[config.mk]
export PLATFORM = sky130hd
export DESIGN_NAME = pipe_hazard_ctrl
export DESIGN_NICKNAME = d
export VERILOG_FILES = /design/src/rtl/pipe_ctrl_pkg.sv /design/src/rtl/fwd_sel_gen.sv /design/src/rtl/pipe_hazard_ctrl.sv
export SDC_FILE = /design/constraint.sdc
export NUM_CORES = 1
export LEC_CHECK = 0
export ABC_AREA = 1
export CORE_ASPECT_RATIO = 0.8
export CORE_UTILIZATION = 49
export DETAILED_ROUTE_END_ITERATION = 6
export GPL_TIMING_DRIVEN = 1
export PLACE_DENSITY = 0.85
export RECOVER_POWER = 25
export SLEW_MARGIN = 5
export SYNTH_ARGS = -nofsm -noshare
export SYNTH_HDL_FRONTEND = slang
export SYNTH_SLANG_ARGS = --single-unit
[constraint.sdc]
create_clock -name clk -period 2.2 [get_ports clk]
set_input_delay 0.22 -clock clk [delete_from_list [all_inputs] [get_ports clk]]
set_output_delay 0.22 -clock clk [all_outputs]
set_load 0.05 [all_outputs]
[src/rtl/pipe_ctrl_pkg.sv]
// Shared types and constants for the pipeline hazard controller.
// Controller states and EX operand forwarding select encodings.
package pipe_ctrl_pkg;

  typedef enum logic [1:0] {
    RUN      = 2'd0,
    MEM_WAIT = 2'd1,
    HALTED   = 2'd2
  } state_t;

  localparam logic [1:0] FWD_RF    = 2'b00;
  localparam logic [1:0] FWD_EXMEM = 2'b01;
  localparam logic [1:0] FWD_MEMWB = 2'b10;

endpackage

[src/rtl/fwd_sel_gen.sv]
// Per-operand producer match and forwarding priority.
// EX-stage producer beats MEM-stage producer.
module fwd_sel_gen
  import pipe_ctrl_pkg::*;
#(
  parameter int REG_AW   = 4,
  parameter int ZERO_REG = 1
) (
  input  logic [REG_AW-1:0] src,
  input  logic              used,
  input  logic [REG_AW-1:0] ex_rd,
  input  logic              ex_regwrt,
  input  logic [REG_AW-1:0] mem_rd,
  input  logic              mem_regwrt,
  output logic              ex_hit,
  output logic [1:0]        sel
);

  logic live;
  logic mem_hit;

  assign live = used &&
    ((ZERO_REG == 0) || (src != '0));

  assign ex_hit  = live && ex_regwrt &&
                   (src == ex_rd);
  assign mem_hit = live && mem_regwrt &&
                   (src == mem_rd);

  always_comb begin
    sel = FWD_RF;
    if (ex_hit)
      sel = FWD_EXMEM;
    else if (mem_hit)
      sel = FWD_MEMWB;
  end

endmodule

[src/rtl/pipe_hazard_ctrl.sv]
// Hazard, forwarding and freeze controller for the 5-stage pipeline.
// Owns the HLT shutdown, memory-wait timeout and perf counters.
module pipe_hazard_ctrl
  import pipe_ctrl_pkg::*;
#(
  parameter int REG_AW   = 4,
  parameter int ZERO_REG = 1,
  parameter int WAIT_MAX = 15,
  parameter int CNT_W    = 16
) (
  input  logic              clk,
  input  logic              rst_n,
  input  logic [REG_AW-1:0] id_rs,
  input  logic [REG_AW-1:0] id_rt,
  input  logic              id_rs_used,
  input  logic              id_rt_used,
  input  logic              id_hlt,
  input  logic [REG_AW-1:0] ex_rd,
  input  logic              ex_regwrt,
  input  logic              ex_memread,
  input  logic [REG_AW-1:0] mem_rd,
  input  logic              mem_regwrt,
  input  logic              mem_req,
  input  logic              dmem_ready,
  input  logic              wb_hlt,
  input  logic              branch_taken,
  output logic              pc_write,
  output logic              pc_sel_branch,
  output logic              if_id_write,
  output logic              id_ex_write,
  output logic              ex_mem_write,
  output logic              if_id_flush,
  output logic              id_ex_bubble,
  output logic              mem_wb_bubble,
  output logic [1:0]        fwd_a_sel,
  output logic [1:0]        fwd_b_sel,
  output logic              hlt,
  output logic              mem_timeout,
  output logic [CNT_W-1:0]  stall_cnt,
  output logic [CNT_W-1:0]  flush_cnt
);

  localparam int WW =
    (WAIT_MAX < 2) ? 1 : $clog2(WAIT_MAX);
  localparam logic [WW-1:0] WAIT_LAST =
    WW'(WAIT_MAX - 1);
  localparam logic [CNT_W-1:0] CNT_MAX = '1;

  state_t        state_q;
  state_t        state_d;
  logic [WW-1:0] wait_q;
  logic [WW-1:0] wait_d;

  logic [1:0] a_sel;
  logic [1:0] b_sel;
  logic       a_ex_hit;
  logic       b_ex_hit;
  logic       halted;
  logic       freeze;
  logic       load_use;
  logic       do_branch;
  logic       do_stall;
  logic       timeout;

  fwd_sel_gen #(
    .REG_AW   (REG_AW),
    .ZERO_REG (ZERO_REG)
  ) u_fwd_a (
    .src        (id_rs),
    .used       (id_rs_used),
    .ex_rd      (ex_rd),
    .ex_regwrt  (ex_regwrt),
    .mem_rd     (mem_rd),
    .mem_regwrt (mem_regwrt),
    .ex_hit     (a_ex_hit),
    .sel        (a_sel)
  );

  fwd_sel_gen #(
    .REG_AW   (REG_AW),
    .ZERO_REG (ZERO_REG)
  ) u_fwd_b (
    .src        (id_rt),
    .used       (id_rt_used),
    .ex_rd      (ex_rd),
    .ex_regwrt  (ex_regwrt),
    .mem_rd     (mem_rd),
    .mem_regwrt (mem_regwrt),
    .ex_hit     (b_ex_hit),
    .sel        (b_sel)
  );

  assign halted   = (state_q == HALTED);
  assign freeze   = mem_req && !dmem_ready
                    && !halted;
  assign load_use = ex_memread &&
                    (a_ex_hit || b_ex_hit);

  assign do_branch = rst_n && !halted &&
                     !freeze && branch_taken;
  assign do_stall  = rst_n && !halted &&
                     !freeze && !branch_taken &&
                     load_use;

  assign timeout = (state_q == MEM_WAIT) &&
                   freeze &&
                   (wait_q == WAIT_LAST);

  // Freeze and halt mask everything; branch beats load-use beats HLT.
  always_comb begin
    pc_write      = 1'b1;
    pc_sel_branch = 1'b0;
    if_id_write   = 1'b1;
    id_ex_write   = 1'b1;
    ex_mem_write  = 1'b1;
    if_id_flush   = 1'b0;
    id_ex_bubble  = 1'b0;
    mem_wb_bubble = 1'b0;
    if (!rst_n) begin
      pc_write      = 1'b0;
      if_id_write   = 1'b0;
      id_ex_write   = 1'b0;
      ex_mem_write  = 1'b0;
      if_id_flush   = 1'b1;
      id_ex_bubble  = 1'b1;
      mem_wb_bubble = 1'b1;
    end else if (halted || freeze) begin
      pc_write      = 1'b0;
      if_id_write   = 1'b0;
      id_ex_write   = 1'b0;
      ex_mem_write  = 1'b0;
      mem_wb_bubble = 1'b1;
    end else if (branch_taken) begin
      pc_sel_branch = 1'b1;
      if_id_flush   = 1'b1;
      id_ex_bubble  = 1'b1;
    end else if (load_use) begin
      pc_write      = 1'b0;
      if_id_write   = 1'b0;
      id_ex_bubble  = 1'b1;
    end else if (id_hlt) begin
      pc_write      = 1'b0;
      if_id_write   = 1'b0;
    end
  end

  always_comb begin
    state_d = state_q;
    wait_d  = wait_q;
    case (state_q)
      RUN: begin
        if (freeze) begin
          state_d = MEM_WAIT;
          wait_d  = '0;
        end
      end
      MEM_WAIT: begin
        if (!freeze)
          state_d = RUN;
        else if (timeout)
          state_d = HALTED;
        else
          wait_d = wait_q + 1'b1;
      end
      HALTED:  state_d = HALTED;
      default: state_d = RUN;
    endcase
    if (wb_hlt)
      state_d = HALTED;
  end

  always_ff @(posedge clk) begin
    if (!rst_n) begin
      state_q     <= RUN;
      wait_q      <= '0;
      fwd_a_sel   <= FWD_RF;
      fwd_b_sel   <= FWD_RF;
      hlt         <= 1'b0;
      mem_timeout <= 1'b0;
      stall_cnt   <= '0;
      flush_cnt   <= '0;
    end else begin
      state_q <= state_d;
      wait_q  <= wait_d;
      if (id_ex_write) begin
        fwd_a_sel <= id_ex_bubble ? FWD_RF : a_sel;
        fwd_b_sel <= id_ex_bubble ? FWD_RF : b_sel;
      end
      if (state_d == HALTED)
        hlt <= 1'b1;
      if (timeout)
        mem_timeout <= 1'b1;
      if (do_stall && stall_cnt != CNT_MAX)
        stall_cnt <= stall_cnt + 1'b1;
      if (do_branch && flush_cnt != CNT_MAX)
        flush_cnt <= flush_cnt + 1'b1;
    end
  end

endmodule

==> metrics, run 1 <==
# setup viols final=0; final net count=533; share of cells above drive strength 1=0.139; top cells by area, synth=dfxtp_1 (32%), nand2_1 (16%), inv_1 (6.7%); residual DRC count=0; CTS root buffer=clkbuf_8; final period utilization=0.964; vias in the first global route=2693; PwrDens=503 mW/mm2; distinct cell type count after synthesis=32; Register Area=~880 um2; hpwl dp=5560 um; die width=86.3 um; Avg Cell Area, Syn=6.58 um2; Worst Clk Skew=between 0.004 and 0.005 ns; Final Power=1.95 mW; largest net degree at the start of global routing=31; worst path cell trace=clkdlybuf4s50_1 > nor2_1 > nand2_1 > nand2_1 > nor2_1 > nand2_2 > nand2_4 > nand2_1 > nand2_1 > a21oi_2 > buf_4 > buf_12; top-area cell type share of the netlist area=0.316; H-tree levels=2; cells after synthesis=~420; Synthesis Warnings=0; setup tns final=0 ns; GRT Overall Usage=0.254; # hold bufs at CTS=0; IO Port Bufs=73; TritonCTS Buffers=5; Clk pin slew, worst setup/hold paths=0.08 ns; ANT cells=0; Reg-to-Reg Start=flush_cnt[0]; Crit-path slowest cell=clkdlybuf4s50_1; Filler cells=466; clock latency on the worst-skew pair=just under 0.3 ns; CP Data Arrival Time=1.90 ns; Vias/cell=5.15; Peak VDD IR=0.000271 V; Critical Path End Type=output port; outcome=completed; Fin. Hold Viols=0; CP max FO=5; cell family with most CP delay=buffers and inverters; Core Rows=24; I/O Pins=74; CP Buf/Inv Count=3; first-pass GRT wire length=approximately 12000 um; multi-input logic area=0.00163 mm2; Die H=69.4 um; Max Freq=471 MHz; Worst setup SP type=input port; post-synthesis cell area=0.00279 mm2; Slew HR=0.634; Slew Limit Fails=0; Longest Clk Path Bufs=2; CP Data Required Time=1.98 ns; clock sink count=44; Die ar.=0.00599 mm2; P&R area growth vs syn=39.2%; Antenna Nets Post-Route=0; drt wl/cell=12.8 um; Initial DRC Count=244; largest area contributor in the netlist=dfxtp_1; Hold Path Origin=hlt; Slew @ Worst Pin=0.547 ns; antenna violations before repair=0; Worst setup startpoint=id_rs[1]; register area share after synthesis=0.316; Placer Congestion=0.935; CP Class=input port to output port; design area=around 0.0039 mm2; Static Leakage=1.51 nW; TritonRoute pass-1 iters=5; CP max stage delay=0.56 ns; Post-Syn Nets=455; TritonCTS clock tree=built; RSZ-0062 raised after global routing=no; maxcap violations=0; Hold Crit Class=flip-flop to flip-flop; total number of vias=2985; Yosys reg bits=44; Starting Density=0.510; GRT overflow=0; final WL=7450 um; Final Util=0.709; dpl cell area=0.00371 mm2; final critical path time including I/O delays and setup=2.12 ns; Most common cell on crit path=nand2_1; CORE AREA=between 0.005 and 0.006 mm2
[power by group]
part / switching, mW / internal [mW]
logic: 0.170 / 0.126
clock network: 0.279 / 0.568
registers: 0.00461 / 0.801
total: 0.453 / 1.50
[worst paths after layout]
| path | to | slack (ns) | cells past startpoint |
|---|---|---|---|
| hold reg to reg | hlt | 0.46 | 2 |
| hold / removal | hlt | 0.46 | 2 |
| setup / recovery | pc_write | 0.08 | 12 |
| setup reg to reg | flush_cnt[3] | 0.24 | 9 |
[metal layers]
layer	vias to the layer above	wire (um)	track usage
met3	4	506	0.0464
li1	1488	-	-
met5	-	0	0
met4	0	41	0.0519
met1	1379	3490	0.349
met2	114	3410	0.416
[cell usage in the layout, fill, tap and decap left out, types with 2 or more instances in the layout]
| cell type | n |
|---|---|
| o21ai_0 | 10 |
| nand3_1 | 25 |
| nand4_1 | 6 |
| o211ai_1 | 2 |
| buf_4 | 5 |
| inv_2 | 7 |
| nor3_1 | 15 |
| xor2_1 | 12 |
| nor2_4 | 2 |
| nand2_4 | 2 |
| bufinv_16 | 3 |
| dlygate4sd3_1 | 7 |
| nand2_2 | 15 |
| nor3b_1 | 2 |
| xnor2_1 | 10 |
| a21oi_2 | 13 |
| nor2_2 | 2 |
| nand2_1 | 115 |
| inv_1 | 50 |
| clkbuf_8 | 5 |
| o21ai_1 | 3 |
| nor2_1 | 45 |
| buf_12 | 10 |
| clkdlybuf4s50_1 | 58 |
| dfxtp_1 | 44 |
| a21oi_1 | 22 |
| ha_1 | 4 |
[worst min-delay path: stages (launching register included)]
cell and delay, ns:
dfxtp_1 0.33, nand2_1 0.05, o21ai_0 0.05
[cells by family after synthesis]
group,share of synthesized area
AOI/OAI and AO/OA,0.108
adders and majority gates,0.0180
and+or+nand+nor,0.389
xor gates and xnor gates,0.0692
buffers and inverters,0.0997
DFF,0.316
[flip-flops by register name, summed over array words and instances, names as in the netlist]
signal       flops
flush_cnt       16
fwd_b_sel        2
mem_timeout      1
stall_cnt       16
fwd_a_sel        2
state_q          2
wait_q           4
hlt              1
[what timing repair did]
action	CTS	global route
buffers inserted	0	0
hold endpoints to repair	0	0
setup endpoints to repair	0	2
resized for setup	0	4
[through the flow]
stage | hold WS (ns) | worst slack (ns) | std cells
finish | 0.464 | 0.0786 | 580
global route | 0.491 | 0.0000684 | 580
CTS | 0.476 | 0.0530 | 580
detailed placement | 0.457 | 0.0482 | 572
global placement | 0.440 | 0.0358 | 572
floorplan | 0.299 | 0.0496 | 423
[area by class of cell]
cell class                      instances  area share
Clock buffer                            5      0.0178
Inverter                               57      0.0552
Clock inverter                          3      0.0232
Multi-Input combinational cell        312       0.421
Timing Repair Buffer                   81       0.230
Tap cell                               78      0.0252
Sequential cell                        44       0.227
[cell usage after synthesis]
cell type,instances
a21oi_1,23
a21oi_2,12
buf_1,2
buf_4,5
buf_6,1
clkbuf_1,2
dfxtp_1,44
ha_1,4
inv_1,50
inv_2,7
nand2_1,116
nand2_2,14
nand2_4,2
nand3_1,25
nand3_2,1
nand3_4,1
nand4_1,6
nand4_2,1
nor2_1,45
nor2_2,2
nor2_4,2
nor3_1,15
nor3_4,1
nor3b_1,2
nor4_1,1
nor4_2,1
o211ai_1,2
o21ai_0,11
o21ai_1,2
or2_2,1
xnor2_1,10
xor2_1,12
No activity file was read; power rests on OpenSTA's default activity.
==> run 2: changes to the inputs <==
ABC_CLOCK_PERIOD_IN_PS = 2200   (was default)
CORE_UTILIZATION = 53   (was 49)
DONT_BUFFER_PORTS = 1   (was default)
PLACE_DENSITY = 0.72   (was 0.85)
SKIP_CTS_REPAIR_TIMING = 1   (was default)
==> run 2 against run 1 <==
Routed wire length down 12%. Clock power decreased by 21%. Global-route usage shrank 0.81 points. Sequential power grew 0.9%. Power fell by 15%. Largest cell class unchanged. Worst setup slack better by 0.24 ns. Highest routed layer unchanged. Cell count down 9.7%. Hold slack worse by 0.43 ns. Design area fell by 18%. Non-clock buffer count down 40.
==> metrics, run 2 (synthesis results as in run 1) <==
outcome=completed; CP Class=flip-flop to flip-flop; Antenna Nets Post-Route=0; CP Data Arrival Time=2.11 ns; I/O Pins=74; Slew HR=0.438; Longest Clk Path Bufs=2; TritonRoute pass-1 iters=4; H-tree levels=2; Slew @ Worst Pin=0.843 ns; residual DRC count=0; Register Area=881 um2; final net count=493; IO Port Bufs=0; Worst setup SP type=flip-flop; antenna violations before repair=0; die width=just over 80 um; P&R area growth vs syn=14.4%; final period utilization=0.857; Starting Density=0.553; top flop regs=flush_cnt: 16 flops, stall_cnt: 16 flops, wait_q: 4 flops; clock latency on the worst-skew pair=0.30 ns; Fin. Hold Viols=0; Die H=around 67 um; GRT Overall Usage=0.246; GRT overflow=0; multi-input logic area=0.00163 mm2; Worst Clk Skew=0.00845 ns; CP Data Required Time=2.43 ns; CTS root buffer=clkbuf_8; Peak VDD IR=0.000593 V; Final Power=around 1.6 mW; Max Freq=530 MHz; CORE AREA=just over 0.005 mm2; Initial DRC Count=105; first-pass GRT wire length=11000 um; setup tns final=0 ns; DP Cell Count=515; final critical path time including I/O delays and setup=between 1.5 and 2 ns; Die ar.=0.00555 mm2; Core Rows=23; drt wl/cell=around 13 um; Static Leakage=1.28 nW; RSZ-0062 raised after global routing=no; final WL=6580 um; commonest non-fill, non-tap cell in the layout=nand2_1; PwrDens=517 mW/mm2; Clk pin slew, worst setup/hold paths=0.09 ns; TritonCTS Buffers=5; maxcap violations=0; hpwl dp=a little over 5000 um; total number of vias=2729; CP max FO=4; most frequent cells in the layout=nand2_1 (116), inv_1 (50), nor2_1 (45); Final Util=0.633; share of cells above drive strength 1=0.169; Slew Limit Fails=0; # setup viols final=0; largest net degree at the start of global routing=22; Final Non-Filler Cells=approximately 520; vias in the first global route=2415; ANT cells=0; clock sink count=44; Vias/cell=~5.2; Placer Congestion=0.812; Filler cells=484; Hold Crit Class=input port to flip-flop; Critical Path End Type=flip-flop; TritonCTS clock tree=built
-- run 2: final timing paths --
| check | startpoint | to | slack [ns] | cells past startpoint |
|---|---|---|---|---|
| min reg2reg | wait_q[0] | wait_q[0] | 0.50 | 1 |
| max | flush_cnt[10] | flush_cnt[15] | 0.31 | 8 |
| min | rst_n | hlt | 0.03 | 2 |
| max reg2reg | flush_cnt[10] | flush_cnt[15] | 0.31 | 8 |
-- run 2: critical path, cell delays in order (launching register included) --
cell      delay [ns]
dfxtp_1         0.34
clkbuf_1        0.59
nand2_1         0.19
inv_1           0.14
nand3_1         0.09
nor2_1          0.12
xor2_1          0.16
nand2_1         0.07
a21oi_1         0.11
-- run 2: power by group --
group	internal, mW	total [mW]	switching [mW]
combinational	0.0508	0.171	0.120
clock	0.372	0.665	0.293
sequential	0.802	0.813	0.0114
-- run 2: metrics by stage --
step	hold slack, ns	instance area [um2]	setup WS [ns]
after global routing	0.0288	3190	0.123
after CTS	-0.0236	3240	0.320
after global placement	0.301	3120	0.440
after floorplan	0.299	2790	0.0496
after detailed placement	0.303	3120	0.347
final	0.0298	3190	0.314
-- run 2: layer usage --
metal | vias up | routed length, um | track usage
met2 | 86 | 2780 | 0.370
met5 | - | 0 | 0
met1 | 1226 | 3210 | 0.345
met3 | 7 | 531 | 0.0731
met4 | 0 | 61 | 0.0560
li1 | 1410 | - | -
-- run 2: final cells by class --
class	count	area share
clock buffers	6	0.0259
clock inverters	2	0.0122
inverters	57	0.0671
multi-input cells	312	0.512
flip-flops and latches	44	0.276
well taps	62	0.0243
repair buffers	41	0.0824
